==> src/rtl/wm_pkg.sv <==
// rtl/wm_pkg.sv - shared program codes, panel state encoding and widths for the washing-machine front panel
// Contents: PROG_W, program code constants, panel state constants, prog_valid() helper.
package wm_pkg;

    localparam int PROG_W = 3;

    localparam logic [PROG_W-1:0] COLD_WASH   = 3'b000;
    localparam logic [PROG_W-1:0] HOT_WASH    = 3'b001;
    localparam logic [PROG_W-1:0] RINSING_DRY = 3'b010;
    localparam logic [PROG_W-1:0] ONLY_DRY    = 3'b011;

    localparam logic [1:0] IDLE = 2'b00;
    localparam logic [1:0] RUN  = 2'b01;
    localparam logic [1:0] DONE = 2'b10;

    // Only the four codes 0xx are real programs; anything with the MSB set is rejected.
    function automatic logic prog_valid(input logic [PROG_W-1:0] code);
        return (code == COLD_WASH) || (code == HOT_WASH) ||
               (code == RINSING_DRY) || (code == ONLY_DRY);
    endfunction

endpackage

==> src/rtl/wm_debounce.sv <==
// rtl/wm_debounce.sv - 2-FF synchroniser plus stability counter for one W-bit panel input
// Ports:
//   clk  in   system clock, rising edge
//   clr  in   synchronous clear of synchroniser, counter and output (reset or power off)
//   raw  in   W  asynchronous raw input
//   db   out  W  debounced value
module wm_debounce #(
    parameter int W         = 1,
    parameter int DB_CYCLES = 4,
    parameter int DB_W      = 3
) (
    input  logic         clk,
    input  logic         clr,
    input  logic [W-1:0] raw,
    output logic [W-1:0] db
);

    logic [W-1:0]    s1;
    logic [W-1:0]    s2;
    logic [DB_W-1:0] cnt;

    // A single counter covers the whole vector: any bit differing from db keeps
    // counting, and returning to db at any point clears it, so a partial change
    // of a multi-bit selector restarts the stability window.
    always_ff @(posedge clk) begin
        if (clr) begin
            s1  <= '0;
            s2  <= '0;
            cnt <= '0;
            db  <= '0;
        end else begin
            s1 <= raw;
            s2 <= s1;
            if (s2 == db) begin
                cnt <= '0;
            end else if (cnt == DB_W'(DB_CYCLES - 1)) begin
                db  <= s2;
                cnt <= '0;
            end else begin
                cnt <= cnt + 1'b1;
            end
        end
    end

endmodule

==> src/rtl/wm_panel_ctrl.sv <==
// rtl/wm_panel_ctrl.sv - washing-machine front panel: debounced inputs, start edge detect and IDLE/RUN/DONE door-lock FSM
// Ports:
//   clk, rst (sync, active-high), power (0 = synchronous clear)
//   btn_start_raw, door_sw_raw, soap_sw_raw, prog_sel_raw[2:0]  raw panel inputs
//   program_done        completion flag from FSMW
//   program_selection   latched program to FSMW
//   start               one-cycle start pulse
//   doorclosed, soap    debounced door/soap state
//   door_lock, busy     door solenoid and running flag
//   sel_error, door_warn  one-cycle rejection pulses
module wm_panel_ctrl
    import wm_pkg::*;
#(
    parameter int DB_CYCLES = 4,
    parameter int DB_W      = 3
) (
    input  logic              clk,
    input  logic              rst,
    input  logic              power,
    input  logic              btn_start_raw,
    input  logic              door_sw_raw,
    input  logic              soap_sw_raw,
    input  logic [PROG_W-1:0] prog_sel_raw,
    input  logic              program_done,
    output logic [PROG_W-1:0] program_selection,
    output logic              start,
    output logic              doorclosed,
    output logic              soap,
    output logic              door_lock,
    output logic              busy,
    output logic              sel_error,
    output logic              door_warn
);

    logic              clr;
    logic              db_start;
    logic              db_start_q;
    logic              db_door;
    logic              db_soap;
    logic [PROG_W-1:0] db_prog;
    logic              press;
    logic [1:0]        state;

    // Power-off behaves exactly like reset, including the debounce pipelines.
    assign clr = rst | ~power;

    wm_debounce #(.W(1), .DB_CYCLES(DB_CYCLES), .DB_W(DB_W)) u_db_start (
        .clk(clk), .clr(clr), .raw(btn_start_raw), .db(db_start)
    );
    wm_debounce #(.W(1), .DB_CYCLES(DB_CYCLES), .DB_W(DB_W)) u_db_door (
        .clk(clk), .clr(clr), .raw(door_sw_raw), .db(db_door)
    );
    wm_debounce #(.W(1), .DB_CYCLES(DB_CYCLES), .DB_W(DB_W)) u_db_soap (
        .clk(clk), .clr(clr), .raw(soap_sw_raw), .db(db_soap)
    );
    wm_debounce #(.W(PROG_W), .DB_CYCLES(DB_CYCLES), .DB_W(DB_W)) u_db_prog (
        .clk(clk), .clr(clr), .raw(prog_sel_raw), .db(db_prog)
    );

    assign doorclosed = db_door;
    assign soap       = db_soap;
    assign press      = db_start & ~db_start_q;

    always_ff @(posedge clk) begin
        if (rst || !power) begin
            db_start_q        <= 1'b0;
            state             <= IDLE;
            program_selection <= '0;
            start             <= 1'b0;
            door_lock         <= 1'b0;
            busy              <= 1'b0;
            sel_error         <= 1'b0;
            door_warn         <= 1'b0;
        end else begin
            db_start_q <= db_start;
            start      <= 1'b0;
            sel_error  <= 1'b0;
            door_warn  <= 1'b0;
            case (state)
                RUN: begin
                    // A press arriving with program_done is simply dropped.
                    if (program_done) begin
                        door_lock <= 1'b0;
                        busy      <= 1'b0;
                        state     <= DONE;
                    end
                end
                IDLE, DONE: begin
                    if (press) begin
                        if (!db_door) begin
                            door_warn <= 1'b1;
                            state     <= IDLE;
                        end else if (!prog_valid(db_prog)) begin
                            sel_error <= 1'b1;
                        end else begin
                            program_selection <= db_prog;
                            start             <= 1'b1;
                            door_lock         <= 1'b1;
                            busy              <= 1'b1;
                            state             <= RUN;
                        end
                    end else if (state == DONE && !db_door) begin
                        state <= IDLE;
                    end
                end
                default: state <= IDLE;
            endcase
        end
    end

endmodule
==> config.mk <==
export PLATFORM = sky130hd
export DESIGN_NAME = wm_panel_ctrl
export DESIGN_NICKNAME = d
export VERILOG_FILES = /design/src/rtl/wm_pkg.sv /design/src/rtl/wm_debounce.sv /design/src/rtl/wm_panel_ctrl.sv
export SDC_FILE = /design/constraint.sdc
export NUM_CORES = 1
export LEC_CHECK = 0
export BUFFER_PORTS_ARGS = -buffer_cell sky130_fd_sc_hd__buf_2
export CELL_PAD_IN_SITES_DETAIL_PLACEMENT = 0
export CELL_PAD_IN_SITES_GLOBAL_PLACEMENT = 2
export CORE_ASPECT_RATIO = 0.5
export CORE_MARGIN = 3
export CORE_UTILIZATION = 36
export DETAILED_ROUTE_END_ITERATION = 8
export PLACE_DENSITY_LB_ADDON = 0.1
export SLEW_MARGIN = 20
export SYNTH_ARGS = -nofsm -noshare
export SYNTH_HDL_FRONTEND = slang
export SYNTH_HIERARCHICAL = 1
export SYNTH_SLANG_ARGS = --single-unit
==> constraint.sdc <==
create_clock -name clk -period 1.95 [get_ports clk]
set_input_delay 0.2925 -clock clk [delete_from_list [all_inputs] [get_ports clk]]
set_output_delay 0.2925 -clock clk [all_outputs]
set_load 0.005 [all_outputs]
==> results of run 1 <==
critical path, cell delays in order (launching register included):
cell	delay, ns
dfxtp_1	0.31
ha_1	0.19
ha_1	0.28
or3b_1	0.40
a31oi_1	0.13
placed cells by master (no fill, tap or decap), types with 5 or more instances in the layout:
cell type / count
nor2_1: 9
dfxtp_1: 40
ha_1: 8
clkbuf_8: 6
mux2i_1: 8
buf_2: 19
nand2_1: 6
xnor2_1: 6
nor2b_1: 13
nor4_1: 7
inv_1: 5
power groups by stage:
stage	logic [mW]	registers (mW)	clock network [mW]
finish	0.0383	0.827	0.550
detailed placement	0.0391	0.846	0
global placement	0.0395	0.845	0
floorplan	0.0225	0.845	0
global route	0.0429	0.827	0.612
CTS	0.0394	0.826	0.580
final timing paths:
path | to | startpoint | depth (start not counted)
worst min register to register | u_db_soap/s2 | u_db_soap/s1 | 1
worst max register to register | u_db_prog/cnt[1] | u_db_prog/cnt[0] | 4
worst min-delay path | u_db_prog/s1[1] | prog_sel_raw[1] | 2
worst max-delay path | u_db_prog/cnt[1] | u_db_prog/cnt[0] | 4
final cells by class:
cell class | count | share of cell area
clock buffers | 6 | 0.0491
inverters | 6 | 0.0134
well taps | 51 | 0.0380
clock inverters | 2 | 0.00596
repair buffers | 22 | 0.0700
flip-flops and latches | 40 | 0.477
multi-input cells | 77 | 0.347
cells by family (layout without fill, tap and decap cells):
kind of cell / count (synthesis) / in the layout / synth area share
AO/OA/AOI/OAI: 7 / 7 / 0.0322
XOR/XNOR: 6 / 6 / 0.0366
adder cells (fa/ha/maj): 8 / 8 / 0.0696
buffers and inverters: 10 / 36 / 0.0374
flip-flops: 40 / 40 / 0.557
multiplexers: 8 / 8 / 0.0557
AND/OR/NAND/NOR: 48 / 48 / 0.211
flip-flops by register name, indices dropped and copies added (netlist names), 3 cells and up:
signal / count
u_db_prog/db: 3
u_db_prog/s2: 3
u_db_prog/cnt: 3
program_selection: 3
u_db_door/cnt: 3
u_db_prog/s1: 3
u_db_start/cnt: 3
u_db_soap/cnt: 3
routing by layer:
layer / part of all wire / up-vias / global-route usage
met4: 0.020 / 0 / 0.0708
met1: 0.52 / 402 / 0.126
met3: 0.045 / 4 / 0.0539
li1: - / 485 / -
met2: 0.42 / 12 / 0.131
met5: 0 / - / 0
through the flow:
stage	hold WS [ns]	setup slack (ns)
6_report	0.212	0.572
2_1_floorplan	0.408	0.421
3_5_place_dp	0.422	0.571
5_1_grt	0.201	0.516
4_1_cts	0.199	0.564
3_3_place_gp	0.418	0.590
==> impl_metrics.csv, run 1 <==
group,metric,value,unit
synthesis,synth_edf_count,0,
sta,slew_headroom,0.737,
grt,grt.total_usage,0.101,
floorplanning,die-area,4830,um^2
placed_design,dp.cells,196,
clock_tree,cts.sinks,40,
status,status,"finished clean",
route,ant_nets,0,
setup_path,rrSetupSlack,0.57,ns
sta,fin_crit_sh,0.707,
synthesis,synth_area,1440,um^2
flow_run,cap_violations,0,
power_and_ir_drop,power,1.41,mW
route,drc,0,
synthesis,postSynthCellCount,127,
clock_tree,clkLatencyLatePin,0.28,ns
grt,grt_max_degree,15,
clock_tree,clockRootBuffer,"clkbuf_8",
floorplanning,dieHeight,50.7,um
grt,antenna_found_initial,0,
clock_tree,cts_setup_buffers,0,
sta,setup_tns,0,ns
setup_path,crit_path_end_kind,"flop",
final_layout,drive_gt1_frac,0.242,
synthesis,synthTopCellsByArea,"dfxtp_1 (56%), ha_1 (7.0%), nor2b_1 (5.7%)",
placed_design,hpwl,1580,um
synthesis,syn-num-nets,145,
synthesis,synth_cell_types,27,
route,via_per_inst,4.43,
sta,fmax,0.726,GHz
floorplanning,io_pins,20,
final_layout,fill_cells,357,
placed_design,portBuffers,19,
synthesis,ys_ff_latch,40,
setup_path,critPathKind,"flop to flop",
final_layout,syn_to_final_growth,16.9,%
synthesis,synth_top_cells_by_count,"dfxtp_1 (40), nor2b_1 (13), nor2_1 (9), ha_1 (8), mux2i_1 (8)",
floorplanning,start_util,0.397,
route,drt-pass1-iter-count,4,
worst_hold_path,hp-class,"input port to flop",
power_and_ir_drop,power_density,842,nW/um^2
route,vias,903,
synthesis,synthFlopType,"dfxtp_1",
grt,grt_pass1_wl,3530,um
power_and_ir_drop,p_sw_frac,0.206,
floorplanning,num_rows,15,
placed_design,gp_congestion,0.731,
power_and_ir_drop,p_seq_frac,0.584,
final_layout,multiInputGateArea,583,um^2
clock_tree,h-tree-depth,2,
synthesis,synthArstFlopShare,0,
final_layout,fin_cells,204,
sta,post-route-min-period,1.38,ns
sta,final.setup_skew,0.00249,ns
sta,slew_violations,0,
power_and_ir_drop,ir_drop,0.375,mV
sta,grt_setup_unrepaired,"no",
placed_design,placed_area,1590,um^2
route,wl,2170,um
setup_path,cp_data_arrival_time,1.60,ns
setup_path,critPathRequiredTime,2.17,ns
synthesis,yosysTopAreaCellShare,0.557,
power_and_ir_drop,p_leak,0.654,nW
clock_tree,cts_tree,"built",
route,first_iter_violations,23,
sta,setup_viol,0,
synthesis,syn_avg_cell_area,11.3,um^2
power_and_ir_drop,p_comb_frac,0.027,
grt,grt_pass1_vias,791,
final_layout,antennaDiodeCount,0,
final_layout,regArea,801,um^2
sta,max_slew.worst_pin.slew,0.395,ns
clock_tree,numCtsBuffers,5,
clock_tree,clkTransAtPathRegs,0.07,ns
clock_tree,ctsResizeCount,0,
power_and_ir_drop,power.share.clock,0.389,
floorplanning,dieWidth,95.4,um
final_layout,nets,170,
setup_path,crit_fanout,6,
grt,overflow,0,
final_layout,final_util,0.464,
synthesis,synth.most_common_cell,"dfxtp_1",
setup_path,startpoint_type,"flop",
synthesis,yosysSeqAreaShare,0.557,
synthesis,synth_top_cell_by_area,"dfxtp_1",
route,wire_per_inst,10.6,um
synthesis,synth_warnings,6,
power_and_ir_drop,p_int,1.12,mW
clock_tree,cts_hold_buf,0,
sta,hold_viol,0,
final_layout,postLayoutCellArea,1680,um^2
floorplanning,coreArea,3620,um^2
power_and_ir_drop,p_switching,291,uW
clock_tree,clockBufferDepth,2,
Power figures use the tool's default switching activity.
==> run 2, diff against run 1 <==
- CORE_UTILIZATION: 36 -> 32
- clock period: 1.95 -> 1.1 ns (I/O delays scaled with it)
==> run 2 against run 1 <==
  * The run now ends with setup timing left
  * Register-to-register slack worse by 0.70 ns
  * Core utilization is 0.96 points lower
  * Hold slack worse by 0.12 ns
  * Setup slack worse by 0.70 ns
  * Clock skew hardly changed
  * Clock power is 77% higher
  * Count of clock-buffer cells in the layout is 2 higher
  * Sequential cell count stayed put
  * Cell area is 11% higher
  * Sequential share of layout area is 4.4 points lower
  * Critical path type unchanged
  * Largest power group unchanged
  * Highest routed layer is now met3
==> impl_metrics.csv, run 2 (same netlist as run 1, synthesis figures left out) <==
group,metric,value,unit
status,status,"finished, violations left",
status,violations,"setup timing",
final_layout,postLayoutCellArea,1860,um^2
clock_tree,cts_hold_buf,0,
setup_path,cp_data_arrival_time,1.43,ns
clock_tree,clkTransAtPathRegs,0.07,ns
clock_tree,cts.sinks,40,
setup_path,r2r_start,"u_db_prog/cnt[0]",
grt,grt_pass1_wl,3820,um
route,ant_nets,0,
clock_tree,clockRootBuffer,"clkbuf_8",
clock_tree,clockBufferDepth,2,
sta,slew_violations,0,
setup_path,cp_cell_sequence,"ha_4 > ha_4 > or3b_1 > a31oi_1",
final_layout,drive_gt1_frac,0.368,
power_and_ir_drop,ir_drop,0.516,mV
sta,max_slew.worst_pin.slew,0.371,ns
setup_path,critical_path_buf_inv_count,0,
power_and_ir_drop,power,2.52,mW
setup_path,rr_worst_depth,4,
worst_hold_path,holdPathStages,2,
final_layout,final_common_cell,"dfxtp_1",
route,wl,2300,um
setup_path,r2r_end,"u_db_prog/cnt[1]",
route,drt-pass1-iter-count,2,
sta,fmax,0.814,GHz
setup_path,cpMostUsedCell,"ha_4",
grt,grt_pass1_vias,892,
setup_path,crit_family,"simple AND/OR/NAND/NOR gates",
setup_path,critPathKind,"flop to flop",
placed_design,gp_congestion,0.697,
sta,setup_viol,5,
setup_path,startpoint_type,"flop",
floorplanning,dieWidth,101,um
final_layout,nets,180,
route,vias,948,
setup_path,critPathRequiredTime,1.30,ns
floorplanning,coreArea,4100,um^2
placed_design,dp_slack,-0.213,ns
clock_tree,h-tree-depth,2,
placed_design,portBuffers,19,
floorplanning,dieHeight,53.4,um
final_layout,fin_cells,217,
floorplanning,num_rows,16,
route,drc,0,
final_layout,fill_cells,396,
floorplanning,io_pins,20,
sta,setup_tns,-0.555,ns
route,first_iter_violations,26,
floorplanning,start_util,0.350,
worst_hold_path,worstHoldStart,"prog_sel_raw[0]",
grt,grt_max_degree,21,
sta,setup_ws,-0.128,ns
placed_design,hpwl,1600,um
placed_design,placed_area,1670,um^2
clock_tree,cts_tree,"built",
worst_hold_path,hold_end,"u_db_prog/s1[0]",
clock_tree,clkLatencyLatePin,0.28,ns
sta,grt_setup_unrepaired,"yes",
flow_run,cap_violations,0,
sta,slew_headroom,0.751,
sta,post-route-min-period,1.23,ns
power_and_ir_drop,p_leak,0.702,nW
route,via_per_inst,4.37,
sta,fin_crit_sh,1.12,
grt,antenna_found_initial,0,
power_and_ir_drop,power_density,1350,nW/um^2
floorplanning,die-area,5380,um^2
setup_path,crit_path_end_kind,"flop",
clock_tree,numCtsBuffers,5,
setup_path,max_stage_delay,0.35,ns
route,wire_per_inst,10.6,um
final_layout,syn_to_final_growth,29.7,%
final_layout,antennaDiodeCount,0,
grt,grt.total_usage,0.0946,
placed_design,dp.cells,207,
grt,overflow,0,
setup_path,rrSetupSlack,-0.13,ns
worst_hold_path,hp-class,"input port to flop",
setup_path,crit_slowest_cell,"or3b_1",
final_layout,final_util,0.454,
setup_path,crit_fanout,6,
sta,final.setup_skew,0.00285,ns
sta,fin_hold_ws,0.0917,ns
final_layout,layout_common_cells,"dfxtp_1 (35), buf_2 (19), nor2b_1 (13), buf_4 (12), nor2_1 (9)",
sta,hold_viol,0,
==> run 2: cell types whose count changed in the layout (fill, tap and decap cells not counted), moves of 2 or more <==
cell,change
buf_4,+9
clkinv_2,-2
clkbuf_1,+2
ha_1,-8
dfxtp_1,-5
ha_4,+6
ha_2,+2
dfxtp_2,+5
==> run 2: power by group <==
| group | switching (mW) | internal (mW) | total [mW] |
|---|---|---|---|
| Combinational | 0.0379 | 0.0394 | 0.0774 |
| Clock | 0.463 | 0.511 | 0.974 |
| Sequential | 0.00485 | 1.46 | 1.47 |
| Total | 0.506 | 2.01 | 2.52 |
==> run 2: area by class of cell <==
class | count | area, um^2 | share of cell area
repair buffers | 32 | 205 | 0.110
multi-input cells | 77 | 672 | 0.360
well taps | 54 | 67.6 | 0.0362
inverters | 6 | 22.5 | 0.0121
flip-flops and latches | 40 | 807 | 0.433
clock buffers | 8 | 90.1 | 0.0483
==> run 2: timing repair <==
action / CTS / global route
resized for setup: 7 / 12
setup endpoints to repair: 17 / 19
buffers inserted: 1 / 1
pin swaps: 6 / 1
==> run 2: worst register-to-register path, cell delays in order (launching register included) <==
cell and delay, ns:
dfxtp_2 0.34, ha_4 0.16, ha_4 0.17, or3b_1 0.35, a31oi_1 0.14
==> run 2: per-layer routing <==
layer  global-route usage  up-vias  wire, um
met5                    0        -         0
met4               0.0336        0         0
met1                0.113      430      1170
li1                     -      505         -
met3               0.0474        0       120
met2                0.147       13      1010
==> run 2: worst max path at each step <==
stage / start / to / slack, ns / cells past startpoint
CTS: u_db_prog/cnt[0] / u_db_prog/cnt[0] / -0.14 / 4
finish: u_db_prog/cnt[0] / u_db_prog/cnt[1] / -0.13 / 4
global placement: u_db_prog/cnt[0] / u_db_prog/cnt[2] / -0.18 / 4
floorplan: power / u_db_prog/cnt[0] / -0.30 / 6
detailed placement: u_db_prog/cnt[0] / u_db_prog/cnt[2] / -0.21 / 4
global route: u_db_prog/cnt[0] / u_db_prog/cnt[0] / -0.19 / 4
